`config.mk`:
```
export PLATFORM = sky130hd
export DESIGN_NAME = pipeline_ctrl
export DESIGN_NICKNAME = d
export VERILOG_FILES = /design/src/rtl/pipeline_ctrl.sv
export SDC_FILE = /design/constraint.sdc
export NUM_CORES = 1
export LEC_CHECK = 0
export ABC_AREA = 1
export ABC_CLOCK_PERIOD_IN_PS = 2000
export CAP_MARGIN = 40
export CORE_ASPECT_RATIO = 1.4
export CORE_MARGIN = 4
export CORE_UTILIZATION = 45
export CTS_BUF_LIST = sky130_fd_sc_hd__clkbuf_4
export CTS_CLUSTER_SIZE = 10
export DETAILED_ROUTE_END_ITERATION = 10
export PLACE_DENSITY = 0.78
export SLEW_MARGIN = 20
export SYNTH_ARGS = -nofsm -noshare
export SYNTH_HDL_FRONTEND = slang
export SYNTH_SLANG_ARGS = --single-unit
```
`constraint.sdc`:
```
create_clock -name clk -period 2 [get_ports clk]
set_input_delay 0.3 -clock clk [delete_from_list [all_inputs] [get_ports clk]]
set_output_delay 0.3 -clock clk [all_outputs]
set_load 0.05 [all_outputs]
```
`src/rtl/pipeline_ctrl.sv`:
```
// Stall/flush controller for the 5-stage pipeline: masks cache requests, latches early
// cache responses while the other side still stalls, and keeps saturating perf counters.
module pipeline_ctrl #(
  parameter int CNT_W = 32,
  parameter int XLEN  = 32
) (
  input  logic             clk,
  input  logic             rst,
  input  logic             forward_stall,
  input  logic             br_mispredict,
  input  logic             icache_read,
  input  logic             icache_resp,
  input  logic [XLEN-1:0]  icache_rdata,
  input  logic             dcache_read,
  input  logic             dcache_write,
  input  logic             dcache_resp,
  input  logic [XLEN-1:0]  dcache_rdata,
  output logic             icache_read_o,
  output logic             dcache_read_o,
  output logic             dcache_write_o,
  output logic [XLEN-1:0]  fetch_rdata,
  output logic [XLEN-1:0]  mem_rdata,
  output logic             load_pc,
  output logic             load_ifid,
  output logic             load_idex,
  output logic             load_exmem,
  output logic             load_memwb,
  output logic             flush_ifid,
  output logic             flush_idex,
  input  logic             counter_clear,
  output logic [CNT_W-1:0] cyc_cnt,
  output logic [CNT_W-1:0] imem_stall_cnt,
  output logic [CNT_W-1:0] dmem_stall_cnt,
  output logic [CNT_W-1:0] bubble_cnt,
  output logic [CNT_W-1:0] flush_cnt
);

  logic            r_imem_done, r_dmem_done;
  logic [XLEN-1:0] r_ibuf, r_dbuf;
  logic            w_imem_wait, w_dmem_wait, w_advance, w_bubble, w_flush;

  assign icache_read_o  = icache_read  & ~r_imem_done;
  assign dcache_read_o  = dcache_read  & ~r_dmem_done;
  assign dcache_write_o = dcache_write & ~r_dmem_done;

  assign w_imem_wait = icache_read & ~icache_resp & ~r_imem_done;
  assign w_dmem_wait = (dcache_read | dcache_write) & ~dcache_resp & ~r_dmem_done;
  assign w_advance   = ~w_imem_wait & ~w_dmem_wait;
  // A load-use bubble wins over a redirect: the branch operands in EX are not valid yet.
  assign w_bubble    = w_advance & forward_stall;
  assign w_flush     = w_advance & ~forward_stall & br_mispredict;

  assign fetch_rdata = r_imem_done ? r_ibuf : icache_rdata;
  assign mem_rdata   = r_dmem_done ? r_dbuf : dcache_rdata;

  always_comb begin
    load_pc    = 1'b0;
    load_ifid  = 1'b0;
    load_idex  = 1'b0;
    load_exmem = 1'b0;
    load_memwb = 1'b0;
    flush_ifid = 1'b0;
    flush_idex = 1'b0;
    if (w_bubble) begin
      load_idex  = 1'b1;
      flush_idex = 1'b1;
      load_exmem = 1'b1;
      load_memwb = 1'b1;
    end else if (w_advance) begin
      load_pc    = 1'b1;
      load_ifid  = 1'b1;
      load_idex  = 1'b1;
      load_exmem = 1'b1;
      load_memwb = 1'b1;
      flush_ifid = w_flush;
      flush_idex = w_flush;
    end
  end

  // Hold a response that arrived early so the access is not reissued while the other side stalls.
  always_ff @(posedge clk) begin
    if (rst) begin
      r_imem_done <= 1'b0;
      r_dmem_done <= 1'b0;
      r_ibuf      <= '0;
      r_dbuf      <= '0;
    end else if (w_advance) begin
      r_imem_done <= 1'b0;
      r_dmem_done <= 1'b0;
    end else begin
      if (icache_read & icache_resp & ~r_imem_done) begin
        r_imem_done <= 1'b1;
        r_ibuf      <= icache_rdata;
      end
      if ((dcache_read | dcache_write) & dcache_resp & ~r_dmem_done) begin
        r_dmem_done <= 1'b1;
        r_dbuf      <= dcache_rdata;
      end
    end
  end

  function automatic logic [CNT_W-1:0] sat_inc(input logic [CNT_W-1:0] v, input logic en);
    return (en && (v != '1)) ? v + 1'b1 : v;
  endfunction

  always_ff @(posedge clk) begin
    if (rst || counter_clear) begin
      cyc_cnt        <= '0;
      imem_stall_cnt <= '0;
      dmem_stall_cnt <= '0;
      bubble_cnt     <= '0;
      flush_cnt      <= '0;
    end else begin
      cyc_cnt        <= sat_inc(cyc_cnt, 1'b1);
      imem_stall_cnt <= sat_inc(imem_stall_cnt, w_imem_wait);
      dmem_stall_cnt <= sat_inc(dmem_stall_cnt, w_dmem_wait);
      bubble_cnt     <= sat_inc(bubble_cnt, w_bubble);
      flush_cnt      <= sat_inc(flush_cnt, w_flush);
    end
  end

endmodule
```
==> impl_results.md, run 1 <==
- Status: finished with violations
- Failing checks: setup timing
- Most numerous cell in the Yosys netlist: nand2_1
- Final Non-Filler Cells: approximately 2,900
- Post-detailed-route wirelength per cell: 18.2 um
- Worst-path clk slew: 80 ps
- Sequential area share after synthesis: ~36%
- Dpl cells: approximately 2,800
- Synth unique cells: 33
- Switching share of power: 30.6%
- H-tree depth: 2
- Power per Cell Area: about 570 nW/um2
- Total Routing Usage GR: approximately 30%
- Combinational power share: a little under a fifth
- Post-Syn Nets: about 2,200
- Root buffer cell: clkbuf_4
- Die area: about 31,000 um2
- CP required: between 1500 and 2000 ps
- # hold bufs at CTS: 0
- Die Wd: about 150 um
- GPL Wtd Cong: between 0.9 and 1
- Rows: ~70
- Synth Area in Simple Gates: 46.1%
- NumNets Final: between 2,000 and 3,000
- Area contributors post-synth: dfxtp_1 36%, nand2_1 20%, nor2_1 15%
- First-pass DRT Iterations: 8
- WL final: around 53,000 um
- Hold Crit Class: input pin to flip-flop
- Synth warn: 0
- Gr ovfl total: 0
- Drt via density: between 5 and 6
- Die H: 207 um
- Int Pwr: ~0.0076 W
- RR Endpoint: r_dbuf[15]
- Vias in the first global route: ~15,000
- Mux contribution to synthesized area: 0%
- Largest family of logic cells by synthesized area: simple AND/OR/NAND/NOR gates
- Setup crit start kind: flip-flop
- Largest net degree at the start of global routing: slightly below 70
- Hold path depth: 3
- CTS tree: yes
- Final setup fails: 75
- CP max FO: 4
- Max cap viols: 0
- Antenna violations before repair: 3
- P_sw: ~0.0034 W
- Clock Power Share: between 30% and 40%
- Post-route clock period utilization: 109%
- Syn Inst Count: roughly 2,100
- Max Fclk: 458 MHz
- Worst Setup Slack, final: -184 ps
- Worst VDD drop: around 0.00052 V
- DR iter-0 viols: 1,293
- Core ar.: ~28,000 um2
- DRC viols: 0
- Asr flop ratio synth: 0%
- Min-delay src: icache_rdata[27]
- Main synth FF type: dfxtp_1
- Most instantiated cells after synthesis: 677 x nand2_1, 522 x nor2_1, 226 x dfxtp_1
- Syn_area_per_cell: 6.04 um2
- Max-slew headroom: about 63%
- Clock buffer depth: 3
- Cell taking the most area after synthesis: dfxtp_1
- Max Slew Vio Count: 0
- DP Wirelength: approximately 32,000 um
- Routed vias: between 15,000 and 20,000
- Sequential Power Share: a little over two fifths
- Reg-to-Reg Start: r_imem_done
- Layout area overhead: 52.7%
- RSZ-0062 raised after global routing: yes
- Final Hold Viols: 0
- Area fraction in compound gates after synthesis: between 7 and 8%
- CTS buffer count: 59
- Remaining antenna violation count after routing: 0
- Synthesized flop and latch total: between 200 and 250
- Reg2Reg Depth: 9
- Worst-margin pin slew: approximately 560 ps
- Hold EP: r_ibuf[27]
- Initial Util: between 40 and 50%
- Final clock skew: between 80 and 90 ps
- # fillers: between 2,000 and 2,500
- Setup crit end kind: output pin
- Post-Synth XOR/XNOR Area: between 2 and 3%
- Layout cells sized above 1: 25.9%
- Tmin final: about 2200 ps
- Number of flops mapped to enable cells by yosys: 0
- Clk Latency, worst-skew pair: just under 800 ps
- Worst endpoint data arrival time: 1880 ps
- Synth top area share: ~36%
- Setup TNS: -7960 ps
- Reg-to-reg slack, setup: -140 ps
- I/O pin total: 308
- CTS Sinks: 226
- LEAKAGE: between 7 and 8 nW
- IO Port Bufs: 307
- Synth Area in Adders: less than 1%
- First-pass GRT wire length: ~75,000 um
- CP Class: flip-flop to output pin
- Mapped Area: between 10,000 and 15,000 um2
==> placed cells by master (no fill, tap or decap), drive strengths merged, types with 3 or more instances in the layout <==
cell / count
xor2: 30
nor3: 15
clkinv: 13
clkdlybuf4s50: 73
nand2: 686
dlygate4sd2: 3
inv: 136
diode: 3
xnor2: 9
dfxtp: 226
a31oi: 8
buf: 226
a21oi: 100
nand3b: 11
ha: 5
nand4: 29
o21ai: 81
nand3: 138
nor2: 540
or2: 3
clkdlybuf4s15: 104
clkbuf: 112
==> routing by layer <==
| layer | track usage, % | vias up | part of all wire (%) |
|---|---|---|---|
| met3 | 7.32 | 324 | 9.6 |
| li1 | - | 7467 | - |
| met2 | 53.9 | 953 | 49 |
| met4 | 16.1 | 0 | 7.0 |
| met5 | 0 | - | 0 |
| met1 | 32.1 | 7260 | 35 |
==> final cells by class <==
| class | count | area (um2) | share of cell area, % |
|---|---|---|---|
| well taps | 370 | 463 | 2.39 |
| repair buffers | 427 | 4720 | 24.4 |
| multi-input cells | 1659 | 8290 | 42.8 |
| clock buffers | 93 | 698 | 3.61 |
| diodes | 3 | 7.51 | 0.0388 |
| flip-flops and latches | 226 | 4540 | 23.5 |
| inverters | 137 | 543 | 2.81 |
| clock inverters | 14 | 80.1 | 0.414 |
==> critical path, stage by stage, from the launching register on <==
cell	delay, ps
dfxtp_4	380
inv_8	70
nand3_4	120
nand2_4	130
buf_6	100
nor2_4	30
buf_6	130
buf_12	140
==> cell families after synthesis <==
logic type               Yosys count
adder cells (fa/ha/maj)            5
buffers and inverters            214
XOR/XNOR                          39
AO/OA/AOI/OAI                    190
AND/OR/NAND/NOR                 1424
flip-flops                       226
==> flip-flops by register name (all words and copies together) (netlist names) <==
register	flops
imem_stall_cnt	32
r_ibuf	32
dmem_stall_cnt	32
r_imem_done	1
bubble_cnt	32
flush_cnt	32
cyc_cnt	32
r_dbuf	32
r_dmem_done	1
==> power groups by stage <==
stage | Sequential (W) | Clock, W | Combinational [W]
after floorplan | 0.00473 | 0 | 0.000828
after global placement | 0.00471 | 0 | 0.00140
after detailed placement | 0.00471 | 0 | 0.00142
after CTS | 0.00462 | 0.00434 | 0.00182
after global routing | 0.00463 | 0.00459 | 0.00215
final | 0.00464 | 0.00430 | 0.00208
==> worst max path at each step <==
stage,from,endpoint,slack (ps),cells after the start
detailed placement,icache_read,bubble_cnt[8],-90,10
finish,r_imem_done,load_pc,-180,7
floorplan,bubble_cnt[1],bubble_cnt[20],20,9
global route,r_imem_done,load_ifid,-260,7
CTS,r_dmem_done,mem_rdata[30],-220,7
global placement,icache_read,imem_stall_cnt[19],-50,8
==> stage by stage <==
| step | hold WS (ps) | utilization (%) | worst slack [ps] | total power (W) | instance area, um2 |
|---|---|---|---|---|---|
| 2_1_floorplan | 435 | - | 22.7 | 0.00556 | 12700 |
| 3_3_place_gp | 461 | 59.4 | -45.1 | 0.00611 | 16400 |
| 3_5_place_dp | 472 | 59.4 | -88.8 | 0.00614 | 16400 |
| 4_1_cts | 92.2 | 68.0 | -215 | 0.0108 | 18800 |
| 5_1_grt | 209 | 69.9 | -264 | 0.0114 | 19300 |
| 6_report | 224 | 69.9 | -184 | 0.0110 | 19300 |
==> repair_timing <==
action                                  CTS  global route
pin swaps                                52            65
resized for setup                       636           234
setup buffers                            23             6
gates cloned                             11             4
hold endpoints to repair                  0             0
endpoints found under the setup margin  204           153
Note: power is estimated with default switching activity, not from simulation.
==> run 2: changes to the inputs <==
--- a/config.mk
+++ b/config.mk
@@ -10,11 +10,11 @@
 export CAP_MARGIN = 40
 export CORE_ASPECT_RATIO = 1.4
 export CORE_MARGIN = 4
-export CORE_UTILIZATION = 45
+export CORE_UTILIZATION = 23
 export CTS_BUF_LIST = sky130_fd_sc_hd__clkbuf_4
 export CTS_CLUSTER_SIZE = 10
 export DETAILED_ROUTE_END_ITERATION = 10
-export PLACE_DENSITY = 0.78
+export PLACE_DENSITY = 0.47
 export SLEW_MARGIN = 20
 export SYNTH_ARGS = -nofsm -noshare
 export SYNTH_HDL_FRONTEND = slang
==> impl_results.md, run 2 (synthesis gave the netlist of run 1 again) <==
- Remaining antenna violation count after routing: 0
- Dpl cells: 3,183
- Switching share of power: between 20 and 30%
- Worst Setup Slack, final: -135 ps
- Combinational power share: between 10% and 20%
- Clk Latency, worst-skew pair: 760 ps
- WL final: 51,700 um
- Hold Crit Class: input pin to flip-flop
- Root buffer cell: clkbuf_4
- Max Fclk: roughly 470 MHz
- # hold bufs at CTS: 0
- Antenna violations before repair: 2
- Final setup fails: 70
- Die H: ~290 um
- Worst-path clk slew: around 60 ps
- CTS tree: yes
- Gr ovfl total: 0
- DR iter-0 viols: approximately 550
- Post-route clock period utilization: 107%
- NumNets Final: ~2,600
- Layout area overhead: 50.6%
- Tmin final: around 2100 ps
- CP max stage delay: roughly 360 ps
- Total Routing Usage GR: 17.1%
- Max Slew Vio Count: 0
- LEAKAGE: around 7.9 nW
- Largest net degree at the start of global routing: 66
- Die Wd: just over 200 um
- GPL Wtd Cong: 0.907
- Routed vias: 14,800
- Worst-margin pin slew: 523 ps
- CP max FO: 3
- Reg2Reg Depth: 9
- Vias in the first global route: ~15,000
- First-pass GRT wire length: around 80,000 um
- Tot Pwr: ~0.011 W
- Int Pwr: around 0.0077 W
- Max cap viols: 0
- Final Non-Filler Cells: 3,313
- Reg-to-Reg Start: bubble_cnt[2]
- CP required: approximately 1700 ps
- CTS buffer count: 68
- H-tree depth: 3
- Core ar.: 54,300 um2
- Hold path depth: 3
- Rows: 101
- Hold EP: r_ibuf[15]
- Power per Cell Area: roughly 570 nW/um2
- CP most frequent cell: buf_6
- Drt via density: about 4.5
- Setup crit start kind: flip-flop
- Setup TNS: -5210 ps
- Final clock skew: 48.0 ps
- CP max-delay cell: dfxtp_4
- Critical path, cell by cell: inv_4 > nand3_4 > nand2_4 > buf_6 > nor2_4 > buf_6 > buf_12
- Clock buffer depth: 3
- Layout cells sized above 1: between 20% and 30%
- Max-slew headroom: between 60 and 70%
- RSZ-0062 raised after global routing: yes
- I/O pin total: 308
- Reg-to-reg slack, setup: about 200 ps
- Status: finished with violations
- Setup crit end kind: output pin
- Worst VDD drop: about 0.00035 V
- CP Class: flip-flop to output pin
- P_sw: roughly 0.0032 W
- Clock Power Share: slightly above 40%
- Initial Util: approximately a quarter
- Post-detailed-route wirelength per cell: about 16 um
- First-pass DRT Iterations: 7
- Failing checks: setup timing
- Min-delay src: icache_rdata[15]
- Worst endpoint data arrival time: approximately 1800 ps
- CTS Sinks: around 230
- DRC viols: 0
- Sequential Power Share: approximately 42%
- RR Endpoint: bubble_cnt[31]
- Final Hold Viols: 0
- Die area: a little under 60,000 um2
- Most common cell after layout, fill and taps aside: nand2_1
- DP Wirelength: 38,500 um
- Commonest cells after routing, fill and taps aside: 599 x nand2_1, 512 x nor2_1, 215 x dfxtp_1
- IO Port Bufs: 307
## run 2: layer usage
layer	global-route usage, %	vias to the layer above	wire length (um)
met4	8.12	2	2020
met3	6.32	109	4610
met1	17.1	6686	18800
met2	30.9	473	26400
li1	-	7548	-
met5	0	-	13
## run 2: area by class of cell
cell class / instances / area [um2]
Inverter: 137 / 546
Tap cell: 721 / 902
Clock inverter: 12 / 97.6
Timing Repair Buffer: 464 / 4500
Antenna cell: 2 / 5.00
Multi-Input combinational cell: 1658 / 7800
Fill cell: 5965 / 35300
Clock buffer: 93 / 698
Sequential cell: 226 / 4540
## run 2: worst max path at each step
stage,endpoint,from,slack [ps],cells past startpoint
after floorplan,bubble_cnt[20],bubble_cnt[1],20,9
after global placement,imem_stall_cnt[15],icache_read,-100,9
after detailed placement,imem_stall_cnt[21],icache_read,-150,10
after CTS,load_pc,r_imem_done,-310,7
after global routing,load_pc,r_imem_done,-290,7
final,load_pc,r_imem_done,-130,7
## run 2: stage by stage
step	hold WS, ps	setup slack [ps]	cell area, um2	util (%)
6_report	150	-135	19100	35.1
3_5_place_dp	473	-151	17200	31.6
3_3_place_gp	465	-102	17200	31.6
5_1_grt	83.6	-293	19100	35.1
4_1_cts	33.5	-313	18700	34.4
2_1_floorplan	435	22.7	12700	-
## run 2: critical path: cells and delay by family, from the launching register on
kind / cells / cell delay [ps]
DFF: 1 / 360
buffers and inverters: 4 / 430
and+or+nand+nor: 3 / 300
## run 2: repair_timing
| item | CTS | global route |
|---|---|---|
| cloned | 8 | 0 |
| endpoints found under the setup margin | 178 | 134 |
| buffers inserted | 12 | 6 |
| resized for setup | 588 | 88 |
| pin swaps | 25 | 25 |
## run 2: power by group through the flow
| stage | logic [W] | registers [W] | clock network (W) |
|---|---|---|---|
| after global placement | 0.00148 | 0.00471 | 0 |
| final | 0.00181 | 0.00462 | 0.00450 |
| after floorplan | 0.000828 | 0.00473 | 0 |
| after CTS | 0.00176 | 0.00462 | 0.00478 |
| after detailed placement | 0.00149 | 0.00471 | 0 |
| after global routing | 0.00193 | 0.00462 | 0.00501 |
